`src/rtl/arb_mux_pkg.sv`:
```
// Shared constants and helpers for the 2:1 arbitrated stream multiplexer.
package arb_mux_pkg;
  localparam int unsigned ARB_MUX_WIDTH_DEF = 8;
  localparam int unsigned CNT_W             = 16;

  localparam logic SRC0 = 1'b0;
  localparam logic SRC1 = 1'b1;

  function automatic logic [1:0] idx_to_onehot(input logic idx);
    return (idx == SRC1) ? 2'b10 : 2'b01;
  endfunction
endpackage

```
`src/rtl/arb_mux_2_1_rr_arb.sv`:
```
// rr_arb_2: combinational 2-requester round-robin arbiter; the last_grant
// register lives in the instantiating block.
module rr_arb_2
  import arb_mux_pkg::*;
(
  input  logic [1:0] req,
  input  logic       last_grant,
  output logic [1:0] gnt,
  output logic       gnt_idx
);

  always_comb begin
    gnt     = '0;
    gnt_idx = SRC0;
    case (req)
      2'b01:   gnt_idx = SRC0;
      2'b10:   gnt_idx = SRC1;
      2'b11:   gnt_idx = ~last_grant;
      default: gnt_idx = SRC0;
    endcase
    if (req != 2'b00)
      gnt = idx_to_onehot(gnt_idx);
  end

endmodule

```
`src/rtl/arb_mux_2_1.sv`:
```
// arb_mux_2_1: round-robin merge of two valid/ready streams into one
// registered output tagged with its source. ARB_MUX_CNT_EN adds per-source
// 16-bit transfer counters.
module arb_mux_2_1
  import arb_mux_pkg::*;
#(
  parameter int unsigned WIDTH = ARB_MUX_WIDTH_DEF
) (
  input  logic             clk,
  input  logic             rst,
  input  logic [WIDTH-1:0] in0_data,
  input  logic             in0_valid,
  output logic             in0_ready,
  input  logic [WIDTH-1:0] in1_data,
  input  logic             in1_valid,
  output logic             in1_ready,
  output logic [WIDTH-1:0] out_data,
  output logic             out_src,
  output logic             out_valid,
  input  logic             out_ready
`ifdef ARB_MUX_CNT_EN
  ,
  output logic [CNT_W-1:0] grant_cnt0,
  output logic [CNT_W-1:0] grant_cnt1
`endif
);

  logic       last_grant;
  logic [1:0] gnt;
  logic       gnt_idx;
  logic       load;
  logic       xfer;

  rr_arb_2 u_arb (
    .req        ({in1_valid, in0_valid}),
    .last_grant (last_grant),
    .gnt        (gnt),
    .gnt_idx    (gnt_idx)
  );

  // Readies are masked by rst so nothing is offered while reset is held.
  always_comb begin
    load      = !out_valid || out_ready;
    in0_ready = load && gnt[0] && !rst;
    in1_ready = load && gnt[1] && !rst;
    xfer      = load && (gnt != 2'b00);
  end

  always_ff @(posedge clk or posedge rst) begin
    if (rst) begin
      out_valid  <= 1'b0;
      out_data   <= '0;
      out_src    <= SRC0;
      last_grant <= SRC1;
    end else if (load) begin
      if (xfer) begin
        out_data   <= (gnt_idx == SRC1) ? in1_data : in0_data;
        out_src    <= gnt_idx;
        out_valid  <= 1'b1;
        last_grant <= gnt_idx;
      end else begin
        out_valid  <= 1'b0;
      end
    end
  end

`ifdef ARB_MUX_CNT_EN
  always_ff @(posedge clk or posedge rst) begin
    if (rst) begin
      grant_cnt0 <= '0;
      grant_cnt1 <= '0;
    end else if (xfer) begin
      if (gnt_idx == SRC1)
        grant_cnt1 <= grant_cnt1 + 1'b1;
      else
        grant_cnt0 <= grant_cnt0 + 1'b1;
    end
  end
`endif

endmodule

```
`config.mk`:
```
export PLATFORM = sky130hd
export DESIGN_NAME = arb_mux_2_1
export DESIGN_NICKNAME = d
export VERILOG_FILES = /design/src/rtl/arb_mux_pkg.sv /design/src/rtl/arb_mux_2_1_rr_arb.sv /design/src/rtl/arb_mux_2_1.sv
export SDC_FILE = /design/constraint.sdc
export NUM_CORES = 1
export LEC_CHECK = 0
export CELL_PAD_IN_SITES_DETAIL_PLACEMENT = 0
export CELL_PAD_IN_SITES_GLOBAL_PLACEMENT = 1
export CORE_MARGIN = 8
export CORE_UTILIZATION = 26
export CTS_BUF_LIST = sky130_fd_sc_hd__clkbuf_2 sky130_fd_sc_hd__clkbuf_4 sky130_fd_sc_hd__clkbuf_8
export DETAILED_ROUTE_END_ITERATION = 6
export GPL_TIMING_DRIVEN = 0
export HOLD_SLACK_MARGIN = 0.12
export PLACE_DENSITY_LB_ADDON = 0.1
export SETUP_SLACK_MARGIN = 0.3
export SYNTH_ARGS = -nofsm -noshare
export SYNTH_HDL_FRONTEND = slang
export SYNTH_SLANG_ARGS = --single-unit
export TNS_END_PERCENT = 20
```
`constraint.sdc`:
```
create_clock -name clk -period 1.7 [get_ports clk]
set_clock_uncertainty 0.2 [all_clocks]
set_input_delay 0.255 -clock clk [delete_from_list [all_inputs] [get_ports clk]]
set_output_delay 0.255 -clock clk [all_outputs]
set_load 0.01 [all_outputs]
```
* After elaboration in Yosys (flattened, before gate mapping)
Cells that the tools add are included.
Widths: inputs -> output; s select.
** Word-level totals
- Latch bits :: 0
- Memories kept :: 0
- Input bits :: 21
- Logic and storage cells :: 23
- ROM bits :: 0
- Bits in registers :: 11
- Output and inout port bits :: 12
- RAM bits :: 0
** Cells by class
- Order comparisons :: 0
- Reductions and logical operators :: 11
- Add/subtract/negate cells :: 0
- $mul :: 0
- Divide/modulo/power cells :: 0
- Shift operators :: 0
- Multiplexer cells :: 5
- Equal/unequal tests :: 2
- Bitwise operators :: 1
** Operator list (number)
- $mux 8 :: 1
- $logic_and 1x1->1 :: 5
- $eq 2x2->1 const B :: 2
- $mux 2 :: 2
- $reduce_bool 2->1 :: 2
- $logic_not 1->1 :: 2
- $pmux 1 s2 :: 1
- $reduce_and 2->1 :: 1
- $logic_or 1x1->1 :: 1
- $mux 1 :: 1
- $not 1->1 :: 1

* Logic depth before layout (Yosys ltp)
- Depth in word-level cells :: 7
- Gate-level depth with buffers :: 5
- Mapped depth without buffers :: 3

* By module
A second synthesis with hierarchy kept.
** Second synthesis, totals
- Cells, all modules :: 42
- Area, all modules :: 645.6 um^2
** Modules (own cells, without submodules)
- arb_mux_2_1 :: times used 1, area each 619.3 um^2, cells an instance 38, sequential area each 276.5 um^2
- rr_arb_2 :: times used 1, area each 26.3 um^2, cells an instance 4, sequential area each 0.0 um^2

* Worst setup path before layout
No wires, ideal clock.
- Path kind :: register to output
- Start :: register last_grant
- End :: output in0_ready
- Cell stages (with the launch flop) :: 4
- Slack :: 0.133 ns
- Buffers on the path :: 1
- Arrival time :: 1.112 ns
- Data required time :: 1.245 ns
- Path through :: dfstp_2 a21bo_2 buf_1 and3_1
** On the way
- Longest elaborated chain between the ends :: 6
** RTL lines
- from (decl) :: line arb_mux_2_1.sv:28 : logic last_grant;
- from (signal assigned) :: line arb_mux_2_1.sv:60 : last_grant <= gnt_idx;
- $not 1->1 :: line arb_mux_2_1_rr_arb.sv:18 : 2'b11: gnt_idx = ~last_grant;
- $pmux 1 s2 :: line arb_mux_2_1_rr_arb.sv:15 : case (req)
- $mux 2 :: line arb_mux_pkg.sv:10 : return (idx == SRC1) ? 2'b10 : 2'b01;
- $mux 2 :: line arb_mux_2_1_rr_arb.sv:21 : if (req != 2'b00)
- $logic_and 1x1->1 (2 in a row) :: line arb_mux_2_1.sv:44 : in0_ready = load && gnt[0] && !rst;
- to (decl) :: line arb_mux_2_1.sv:13 : output logic in0_ready,
No other way between the ends.

* Final worst setup path
- Start :: input in1_valid
- End :: output in0_ready
** On the way
- Longest elaborated chain between the ends :: 6
- Elaborated cells on any way between the ends :: 8
- Those cells by class :: eq/ne: 2; mux: 3; reduce/logical: 3
** RTL lines
- from (decl) :: line arb_mux_2_1.sv:15 : input logic in1_valid,
- $eq 2x2->1 :: line arb_mux_2_1_rr_arb.sv:15
- $pmux 1 s2 :: line arb_mux_2_1_rr_arb.sv:15
- $mux 2 :: line arb_mux_pkg.sv:10
- $mux 2 (*) :: line arb_mux_2_1_rr_arb.sv:21
- $logic_and 1x1->1 (*) (2 in a row) :: line arb_mux_2_1.sv:44
Mark *: on every way between the ends. The rest lies on a longest branch, timed or not.

==> impl_metrics.yaml <==
timing:
  relSlewSlack_pct: 86.7
  setup_slack_ns: -0.0889
  period_needed_ns: 1.79
  period_share_pct: 105
  tightestPinTransition_ns: 0.199
  rsz0062_at_grt: "true"
  hold_violations: 0
  setup_viol: 1
  max_freq_ghz: 0.559
  drv_slew: 0
logic_synthesis:
  yosys.area_share.simple_pct: 18.4
  synth_compound_area_share_pct: 24.3
  synth_area_um2: 551
  netlist-cell-type-count: 18
  synth_fa_ha_area_share_pct: 0
  yosysWarnings: 0
  yosysSeqAreaShare_pct: 50.2
  syn_nets: 82
  synth_top_family_by_area: "compound AO/OA/AOI/OAI gates"
  syn_avg_cell_area_um2: 9.03
  synthXorXnorAreaFrac_pct: 0
  muxShareOfSynthArea_pct: 0
  synthesis.instances: 61
  ys_ff_latch: 11
routing:
  wl_per_cell_um: 13.8
  via_per_inst: 4.50
  ant_nets: 0
  drc: 0
  drtPass1Iterations: 2
  drt_iter0_markers: 7
  num_vias: 630
  finalWirelength_um: 1930
global_route:
  grt_overflow_total: 0
  first_global_vias: 681
  grt_pass1_wl_um: 3170
  gr-usage-all-layers_pct: 11.4
  antenna_found_initial: 0
  grt_max_degree: 12
setup_path:
  crit_slowest_cell: "or2_1"
  cp.arrival_ns: 1.33
  path_cells: "clkdlybuf4s15_2, or2_1, buf_6, and2_4, buf_8, and3_4, buf_6"
  worstSetupPathType: "in -> out"
  cp_slowest_stage_delay_ns: 0.22
  end_kind: "output port"
  startpoint_type: "input port"
  crit_required_ns: 1.24
  critPathMaxFanout: 4
  critPathMostFrequentCell: "buf_6"
die:
  design.core.area_um2: 1980
  initial_core_util_pct: 27.8
  die_h_um: 62.0
  die_area_um2: 3850
  die_w_um: 62.0
  io_pins: 33
  row_count: 16
finish:
  mostFrequentLayoutCell: "clkdlybuf4s50_1"
  areaGrowthSynthToFinish_pct: 102
  layout_common_cells: "17 x clkdlybuf4s50_1, 16 x nand2_1, 10 x buf_6, 10 x dfrtp_1, 10 x buf_4"
  fillCellCount: 185
  drive_gt1_share_pct: 37.2
  nets: 135
  final_cells: 140
  diodes: 0
pwr:
  p_per_area_nw_per_um2: 749
  ir_drop_v: 0.000344
  cellLeakagePower_nw: 0.496
place:
  dp_slack_ns: -0.820
  io_buffers: 32
  dp_hpwl_um: 1270
  place_inst: 120
  place_congestion: 0.659
run_status:
  status: "finished, violations left"
  violations: "negative setup slack"
min_path:
  hp-class: "in -> reg"
clocking:
  cts_tree: "done"
  cts_max_level: 1
  root_buffer: "clkbuf_4"
  clockBufferDepth: 2
  cts.clk_slew.worst_paths_ns: 0.08
  numCtsBuffers: 3
  cts.sinks: 11
  insertion_delay_ns: 0.26
job:
  cap_viol_max_count: 0
## timing repair
| item | in CTS | in global routing |
|---|---|---|
| endpoints found under the setup margin | 21 | 20 |
| pin swaps | 5 | 4 |
| hold endpoints to repair | 1 | 0 |
| gates resized for setup | 48 | 13 |
| buffers inserted | 14 | 1 |
| hold buffers | 1 | 0 |
## final cells by class
cell class	count	area, um2	share of cell area (%)
Sequential cell	11	277	24.9
Buffer	4	48.8	4.39
Timing Repair Buffer	48	439	39.5
Clock buffer	3	22.5	2.03
Tap cell	27	33.8	3.04
Multi-Input combinational cell	44	274	24.7
Inverter	2	11.3	1.01
Clock inverter	1	5.00	0.450
## cells in the mapped netlist, drive strengths merged
cell	n	area share, %
and2	1	1.6
nand2b	2	2.3
nand2	17	12
dfrtp	10	45
nor2	1	0.68
dfstp	1	4.8
a21boi	1	2.0
o21ai	1	0.91
and3	1	1.1
or2	1	1.1
inv	2	1.4
a21oi	9	8.2
a31oi	9	11
a21bo	1	1.8
buf	4	5.7
## sequential cells by signal, summed over array words and instances (netlist names)
register,cells
out_data,8
out_src,1
last_grant,1
out_valid,1
## metrics by stage
stage | power (mW) | hold slack [ns] | utilization [%] | instance area [um2] | setup TNS [ns]
after floorplan | 0.451 | -0.0847 | - | 557 | 0
after global placement | 0.602 | 0.319 | 46.0 | 911 | -2.21
after detailed placement | 0.606 | 0.321 | 46.0 | 911 | -2.52
after CTS | 0.827 | 0.145 | 55.5 | 1100 | -0.0985
after global routing | 0.893 | 0.171 | 56.1 | 1110 | -0.135
final | 0.832 | 0.171 | 56.1 | 1110 | -0.0889
## where the power goes
part	total, mW	switching, mW	internal (mW)
sequential	0.336	0.0282	0.307
combinational	0.315	0.132	0.183
clock	0.181	0.0943	0.0869
## layer usage
layer  wire (um)  track usage, %  vias to the layer above
li1            -               -                      314
met1         788            13.1                      298
met2         987            19.3                       18
met3         155            4.12                        0
met4           0            2.92                        0
met5           0               0                        -
## cell families (layout without fill, tap and decap cells)
group	after synthesis	in the layout
compound gates	21	21
buf+inv	6	58
flops	11	11
simple gates	23	23
## worst paths after layout
kind	startpoint	to	slack, ns	cells after the start
worst max-delay path	in1_valid	in0_ready	-0.09	7
worst min-delay path	in1_valid	last_grant$_DFFE_PP1P_	0.17	3
worst max register to register	out_valid$_DFFE_PP0P_	out_src$_DFFE_PP0P_	0.20	9
worst min register to register	out_src$_DFFE_PP0P_	out_src$_DFFE_PP0P_	0.35	2
max in group asynchronous	rst	last_grant$_DFFE_PP1P_	0.84	3
min in group asynchronous	rst	out_data[4]$_DFFE_PP0P_	0.24	3
## worst max-delay path: cells and delay by family
family        cells  cell delay [ns]
simple gates      3             0.54
buf+inv           4             0.54
No activity file was read; power rests on OpenSTA's default activity.
